File: config.mk
export PLATFORM = sky130hd
export DESIGN_NAME = reaction_score
export DESIGN_NICKNAME = d
export VERILOG_FILES = /design/src/rtl/reaction_score.sv
export SDC_FILE = /design/constraint.sdc
export NUM_CORES = 1
export LEC_CHECK = 0
export CAP_MARGIN = 20
export CORE_MARGIN = 8
export CORE_UTILIZATION = 54
export DETAILED_ROUTE_END_ITERATION = 12
export GPL_TIMING_DRIVEN = 0
export PLACE_DENSITY_LB_ADDON = 0.2
export SYNTH_ARGS = -nofsm -noshare
export SYNTH_HDL_FRONTEND = slang
export SYNTH_SLANG_ARGS = --single-unit
File: constraint.sdc
create_clock -name i_clk_50m -period 2.3 [get_ports i_clk_50m]
set_input_delay 0.345 -clock i_clk_50m [delete_from_list [all_inputs] [get_ports i_clk_50m]]
set_output_delay 0.345 -clock i_clk_50m [all_outputs]
set_load 0.01 [all_outputs]
File: src/rtl/reaction_score.sv
`timescale 1ns/1ps
`default_nettype none
// ============================================================================
// Module : reaction_score
// Converts a reaction time in ticks to milliseconds (binary and BCD), counts
// attempts and, with REACTION_SCORE_BEST_EN defined, tracks the best result.
// Rev    : 1.0 - initial release
// ============================================================================
module reaction_score #(
  parameter int TICKS_PER_MS = 50_000
) (
  input  logic        i_clk_50m,
  input  logic        i_rst_n,
  input  logic [2:0]  i_state,
  input  logic [27:0] i_ticks,
  output logic        o_busy,
  output logic        o_valid,
  output logic [13:0] o_ms,
  output logic [15:0] o_bcd,
  output logic [13:0] o_best_ms,
  output logic [15:0] o_best_bcd,
  output logic [7:0]  o_attempts
);

  localparam logic [2:0]  c_GAME_IDLE  = 3'b000;
  localparam logic [2:0]  c_GAME_VALID = 3'b100;
  localparam logic [15:0] c_DIVISOR    = 16'(TICKS_PER_MS);
  localparam logic [13:0] c_MS_MAX     = 14'd9999;
  localparam logic [4:0]  c_DIV_LAST   = 5'd27;
  localparam logic [4:0]  c_BCD_LAST   = 5'd13;

  typedef enum logic [2:0] {
    S_IDLE = 3'd0,
    S_DIV  = 3'd1,
    S_SAT  = 3'd2,
    S_BCD  = 3'd3,
    S_DONE = 3'd4
  } state_t;

  state_t      r_state;
  state_t      w_state_next;
  logic [2:0]  r_prev;
  logic [4:0]  r_cnt;
  logic [15:0] r_rem;
  logic [27:0] r_quo;
  logic [13:0] r_ms_sat;
  logic [13:0] r_bin;
  logic [15:0] r_bcd;
  logic [13:0] r_ms;
  logic [15:0] r_bcd_out;
  logic [7:0]  r_attempts;
  logic        r_valid;

  logic        w_trigger;
  logic [16:0] w_trial;
  logic        w_ge;
  logic [15:0] w_diff;
  logic [13:0] w_sat;
  logic [11:0] w_adj;

  function automatic logic [3:0] f_add3(input logic [3:0] d);
    return (d >= 4'd5) ? d + 4'd3 : d;
  endfunction

  assign w_trigger = (i_state == c_GAME_VALID) && (r_prev != c_GAME_VALID);

  // Restoring divide step; the remainder is always below the divisor, so the
  // 16-bit wrap-around subtraction is exact whenever the trial is large enough.
  assign w_trial = {r_rem, r_quo[27]};
  assign w_ge    = (w_trial >= {1'b0, c_DIVISOR});
  assign w_diff  = w_trial[15:0] - c_DIVISOR;

  assign w_sat   = (r_quo > {14'd0, c_MS_MAX}) ? c_MS_MAX : r_quo[13:0];

  // Thousands digit never reaches 5 before the last shift (value <= 9999).
  assign w_adj   = {f_add3(r_bcd[11:8]), f_add3(r_bcd[7:4]), f_add3(r_bcd[3:0])};

  always_ff @(posedge i_clk_50m or negedge i_rst_n) begin
    if (!i_rst_n) begin
      r_state <= S_IDLE;
    end else begin
      r_state <= w_state_next;
    end
  end

  always_comb begin
    w_state_next = r_state;
    case (r_state)
      S_IDLE:  if (w_trigger) w_state_next = S_DIV;
      S_DIV:   if (r_cnt == c_DIV_LAST) w_state_next = S_SAT;
      S_SAT:   w_state_next = S_BCD;
      S_BCD:   if (r_cnt == c_BCD_LAST) w_state_next = S_DONE;
      S_DONE:  w_state_next = S_IDLE;
      default: w_state_next = S_IDLE;
    endcase
  end

  always_ff @(posedge i_clk_50m or negedge i_rst_n) begin
    if (!i_rst_n) begin
      r_prev     <= c_GAME_IDLE;
      r_cnt      <= '0;
      r_rem      <= '0;
      r_quo      <= '0;
      r_ms_sat   <= '0;
      r_bin      <= '0;
      r_bcd      <= '0;
      r_ms       <= '0;
      r_bcd_out  <= '0;
      r_attempts <= '0;
      r_valid    <= 1'b0;
    end else begin
      r_prev  <= i_state;
      r_valid <= 1'b0;
      case (r_state)
        S_IDLE: begin
          if (w_trigger) begin
            r_quo <= i_ticks;
            r_rem <= '0;
            r_cnt <= '0;
          end
        end
        S_DIV: begin
          r_quo <= {r_quo[26:0], w_ge};
          r_rem <= w_ge ? w_diff : w_trial[15:0];
          r_cnt <= r_cnt + 5'd1;
        end
        S_SAT: begin
          r_ms_sat <= w_sat;
          r_bin    <= w_sat;
          r_bcd    <= '0;
          r_cnt    <= '0;
        end
        S_BCD: begin
          r_bcd <= {r_bcd[14:12], w_adj, r_bin[13]};
          r_bin <= {r_bin[12:0], 1'b0};
          r_cnt <= r_cnt + 5'd1;
        end
        S_DONE: begin
          r_ms      <= r_ms_sat;
          r_bcd_out <= r_bcd;
          r_valid   <= 1'b1;
          if (r_attempts != 8'hFF) r_attempts <= r_attempts + 8'd1;
        end
        default: ;
      endcase
    end
  end

`ifdef REACTION_SCORE_BEST_EN
  logic [13:0] r_best_ms;
  logic [15:0] r_best_bcd;

  // Ties keep the earlier best; the first result always loads.
  always_ff @(posedge i_clk_50m or negedge i_rst_n) begin
    if (!i_rst_n) begin
      r_best_ms  <= '0;
      r_best_bcd <= '0;
    end else if ((r_state == S_DONE) && ((r_attempts == 8'd0) || (r_ms_sat < r_best_ms))) begin
      r_best_ms  <= r_ms_sat;
      r_best_bcd <= r_bcd;
    end
  end

  assign o_best_ms  = r_best_ms;
  assign o_best_bcd = r_best_bcd;
`else
  assign o_best_ms  = '0;
  assign o_best_bcd = '0;
`endif

  assign o_busy     = (r_state != S_IDLE);
  assign o_valid    = r_valid;
  assign o_ms       = r_ms;
  assign o_bcd      = r_bcd_out;
  assign o_attempts = r_attempts;

endmodule
`default_nettype wire

# After elaboration in Yosys (flattened, before gate mapping)
# Index checks and enable logic that the tools add are counted.
op_classes:
  muxes: 18
  eq_ne: 12
  magnitude_cmp: 5
  reduce_logical: 11
  add_sub_neg: 6
op_table:
  columns: ["cell", "n"]
  rows:
  - ["16-bit case mux with 2 select lines", 2]
  - ["28-bit case mux with 2 select lines", 1]
  - ["16-bit 2-to-1 mux", 2]
  - ["28-bit by 14-bit greater-than comparator with 1-bit output, second input constant", 1]
  - ["28-bit 2-to-1 mux", 1]
  - ["14-bit case mux with 2 select lines", 1]
  - ["17-bit by 16-bit >= comparator with 1-bit output, second input constant", 1]
  - ["16-bit subtractor, second input constant", 1]
  - ["5-bit case mux with 3 select lines", 1]
  - ["14-bit 2-to-1 mux", 1]
  - ["4-bit by 2-bit adder with 4-bit output, second input constant", 3]
  - ["4-bit by 3-bit >= comparator with 1-bit output, second input constant", 3]
  - ["4-bit 2-to-1 mux", 3]
  - ["3-bit case mux with 4 select lines", 1]
  - ["3-bit 2-to-1 mux", 3]
  - ["8-bit by 1-bit adder with 8-bit output, second input constant", 1]
  - ["8-bit inequality test, second input constant", 1]
  - ["3-bit by 2-bit == test with 1-bit output, second input constant", 2]
  - ["3-bit == test, second input constant", 2]
  - ["2-bit inequality test, second input constant", 3]
  - ["2-bit AND reduction", 3]
  - ["3-bit nonzero test", 2]
  - ["5-bit by 1-bit adder with 5-bit output, second input constant", 1]
  - ["5-bit by 4-bit == test with 1-bit output, second input constant", 1]
  - ["10 further kinds", 11]
word_totals:
  in_bits: 33
  reg_bits: 138
  wordCells: 64
  output_inout_bits: 70

# Longest topological paths before layout
depth:
  depth_word: 4
  depth_mapped: 8

# Worst setup path before layout
# Ideal clock, no wire load.
synth_path:
  path_kind: "register to register"
  start: "register r_rem[4]"
  end: "register r_rem[11]"
  arrival_time_ns: 1.757
  path_stages_with_launch: 8
  setup_time_ns: 0.126
  n_path_buf: 0
  setup_slack_ns: 0.417
  cell_sequence: "dfrtp_1 -> inv_1 -> ha_1 -> and4bb_1 -> nand4_2 -> a31o_4 -> o311a_2 -> a221o_1"
synth_between:
  elab_chain_cells: 3
  elab_cells_between_ends: 4
  classes_between: "add/sub (1); order compare (1); mux (2)"
synth_lines:
  columns: ["item", "line_no", "text"]
  rows:
  - ["from (decl)", "44", "logic [15:0] r_rem;"]
  - ["from (signal assigned)", "124", "r_rem <= w_ge ? w_diff : w_trial[15:0];"]
  - ["16-bit subtractor / 17-bit by 16-bit >= comparator with 1-bit output (equally long branches)", "71, 70", null]
  - ["16-bit 2-to-1 mux *", "124", null]
  - ["16-bit case mux with 2 select lines *", "114", "case (r_state)"]
# Every way passes the cells marked *; elsewhere a longest branch is shown, timed or not.
# A chain may end at the register's enable or synchronous reset.

# Worst setup path in the final report
layout_path:
  start: "register r_state[1]"
  end: "output o_busy"
layout_between:
  elab_chain_cells: 1
layout_lines:
  columns: ["item", "line_no", "text"]
  rows:
  - ["from (decl)", "40", "state_t r_state;"]
  - ["from (signal assigned)", "82", "r_state <= w_state_next;"]
  - ["3-bit nonzero test", "171", "assign o_busy = (r_state != S_IDLE);"]
  - ["to (decl)", "16", "output logic o_busy,"]
# Every way passes these cells.

==> out/results.tsv <==
stage	metric	value	unit
placed_design	port_buffers	72	
die	core	11500	um^2
sta	clock.fmax	0.449	GHz
drt	finalWirelength	15200	um
synthesis	synthMuxAreaShare	5.64	%
placed_design	placed_area	7420	um^2
sta	worst_pin_slew	0.765	ns
clocking	cts.sinks	138	
clocking	htreeDepth	4	
finish	drive_gt1_share	14.9	%
die	die_x	125	um
setup_path	crit_type	reg2out	
clocking	cts_tree	done	
synthesis	netlist_instances	622	
drt	drt_iter0_drc	427	
global_route	antenna_found_initial	0	
synthesis	synthDistinctLibCells	63	
pwr	ir_drop	0.829	mV
synthesis	yosysWarnings	0	
finish	nets	788	
global_route	grt.overflow.total	0	
sta	rsz0062_at_grt	false	
placed_design	pre_cts_ws	-0.131	ns
global_route	grt_max_degree	105	
clocking	ctsRootBufferMaster	clkbuf_16	
drt	drt-pass1-iter-count	5	
drt	drc	0	
synthesis	synth_top_family_by_area	simple AND/OR/NAND/NOR gates	
synthesis	synth.avg_cell_area	10.3	um^2
setup_path	cp.depth	3	
setup_path	end_kind	output port	
synthesis	syn_area	6390	um^2
global_route	grt_pass1_vias	5192	
synthesis	synthFlopType	dfrtp_1	
setup_path	cp.required	1.96	ns
sta	fin_skew	0.00705	ns
synthesis	synthAdderAreaFrac	2.15	%
synthesis	synth-seq-cells	138	
synthesis	yosys.area_share.simple	15.7	%
die	num_rows	39	
setup_path	cp_slowest_cell	clkdlybuf4s50_1	
clocking	post_cts_buffers	0	
synthesis	synth_edf_count	0	
setup_path	r2r_end	o_bcd[8]	
pwr	leakage	3.69	nW
finish	mostFrequentLayoutCells	dfrtp_1 (138), nor2_1 (80), clkdlybuf4s50_1 (71)	
clocking	clk_pin_slew	0.06	ns
finish	final_common_cell	dfrtp_1	
finish	design_area	7990	um^2
clocking	clk-insertion-delay-late	0.42	ns
synthesis	synth_compound_area_share	13.5	%
setup_path	worstReg2RegStart	r_state[1]	
setup_path	startpoint_type	flop	
die	initial_core_util	55.7	%
sta	fin_ws	0.0749	ns
drt	drt-vias-per-instance	5.61	
synthesis	seq_area_frac_synth	54.1	%
setup_path	crit_arrival	1.88	ns
drt	vias	5048	
global_route	met1_usage	23.2	%
sta	maxSlewViolCount	0	
die	die_y	125	um
drt	routedWlPerCell	16.9	um
drt	ant_nets	0	
finish	fillers	888	
die	die_area	15600	um^2
setup_path	slowest_delay	0.50	ns
run_status	status	complete, no violations	
sta	layout_min_cycle_time	2.23	ns
synthesis	synth_top_area_share	54.1	%
job	drv_cap	0	
global_route	grt_busiest_layer	met2	
sta	hold_viol_final	0	
synthesis	synth_xor_area_share	2.33	%
sta	finalCritPeriodShare	96.7	%
setup_path	reg2reg_slack	0.25	ns
hold_path	hp-class	in2async	
sta	setup_viol	0	
synthesis	async_reset_ff_share	100	%
synthesis	synth.area.top_cells	dfrtp_1 (54%), mux2_2 (5.6%), nor2_1 (4.7%), nand2_1 (3.6%), buf_4 (3.5%)	
global_route	grtUsageTotal	19.9	%
setup_path	ff2ff_path_depth	4	
pwr	p_per_area	1210	nW/um^2
placed_design	finalWeightedCongestion	0.887	
global_route	grt_pass1_wl	25600	um
setup_path	path_buf_inv	2	
setup_path	crit_chain	buf_2 -> or3_1 -> clkdlybuf4s50_1	
setup_path	critical_path.top_delay_family	buffers and inverters	
setup_path	crit_fanout	10	
clocking	cts_buffer_depth	2	
synthesis	synth_top_area_cell	dfrtp_1	
sta	max_slew_margin	48.6	%
finish	antenna_cells	0	
die	io_pins	103	
finish	area_growth	25.2	%
global_route	grt_use_met2	33.4	%
placed_design	dpl.hpwl	10600	um
clocking	cts_buffers	17	
global_route	met3_usage	7.02	%
[worst reg2reg max path, stage by stage, from the launching register on]
cell,delay [ns]
dfrtp_1,0.37
buf_2,0.18
nor3b_2,0.43
clkbuf_1,0.54
mux2_2,0.41
[sequential cells by signal, indices dropped and copies added (netlist names)]
name / count
r_ms_sat: 14
o_ms: 14
r_quo: 28
o_attempts: 8
o_valid: 1
r_bcd: 16
r_cnt: 5
r_state: 3
r_bin: 14
r_rem: 16
o_bcd: 16
r_prev: 3
[cells by family (layout without fill, tap and decap cells)]
logic type | count (synthesis) | count (layout)
AND/OR/NAND/NOR | 216 | 216
flip-flops | 138 | 138
AO/OA/AOI/OAI | 131 | 131
buffers and inverters | 76 | 182
multiplexers | 32 | 32
XOR/XNOR | 17 | 17
adder cells (fa/ha/maj) | 11 | 11
other | 1 | 30
[cell usage after synthesis (2+ instances only)]
master,instances
nand3_1,26
nor4_1,4
nor2b_1,2
a21oi_1,22
nor2_1,80
ha_1,11
or3_1,2
nand2_1,62
or4_1,6
o211ai_1,2
o22ai_1,31
a22o_1,6
nand4_1,4
mux2_2,32
xnor2_1,11
nor3_1,4
dfrtp_1,138
buf_6,2
buf_2,6
a211oi_1,3
inv_1,15
o31ai_1,4
o21ai_1,2
a32oi_1,4
nand2b_1,7
and3_1,9
clkbuf_1,22
buf_4,30
o21ai_0,35
xor2_1,6
o32ai_1,2
[what timing repair did]
| action | 4_1_cts | 5_1_grt |
|---|---|---|
| endpoints found under the hold margin | 34 | 0 |
| hold buffers | 1 | 0 |
| resized for setup | 0 | 0 |
[area by class of cell]
cell class / instances / area, um^2 / area share (%)
inverter: 15 / 56.3 / 0.704
buffer: 61 / 364 / 4.55
tap: 143 / 179 / 2.24
clock inverter: 8 / 67.6 / 0.845
sequential: 138 / 3450 / 43.2
clock buffer: 24 / 492 / 6.15
timing repair buffer: 74 / 759 / 9.50
multi-input combinational: 437 / 2620 / 32.8
[report_power, final]
group | leakage, nW | internal, mW | switching [mW]
Clock | 0.280 | 1.59 | 0.971
Combinational | 1.68 | 1.33 | 2.00
Sequential | 1.73 | 3.14 | 0.634
Total | 3.69 | 6.06 | 3.61
[stage by stage]
stage | TNS (ns) | hold slack, ns | std cells | total power, mW | util [%]
after detailed placement | -0.553 | 0.262 | 867 | 7.07 | 64.7
after CTS | 0 | 0.403 | 900 | 9.69 | 69.7
after global placement | -613.11 | 0.449 | 866 | 6.84 | 64.5
final | 0 | 0.406 | 900 | 9.67 | 69.7
after floorplan | 0 | 0.0494 | 651 | 6.06 | -
after global routing | 0 | 0.413 | 900 | 10.3 | 69.7
[metal layers]
metal / part of all wire [%] / wire [um] / vias to the layer above
met1: 40 / 6160 / 2444
li1: - / - / 2378
met3: 7.8 / 1190 / 23
met2: 50 / 7650 / 203
met4: 1.4 / 214 / 0
met5: 0 / 0 / -
[how the worst max path moves through the flow]
stage / from / endpoint / slack (ns)
6_report: r_state[1] / o_busy / 0.07
4_1_cts: r_state[1] / o_busy / 0.05
3_5_place_dp: i_state[1] / r_rem[6] / -0.13
5_1_grt: r_state[1] / o_busy / 0.008
2_1_floorplan: r_rem[4] / r_rem[11] / 0.42
3_3_place_gp: i_rst_n / r_quo[15] / -4.45
Power figures use the tool's default switching activity.
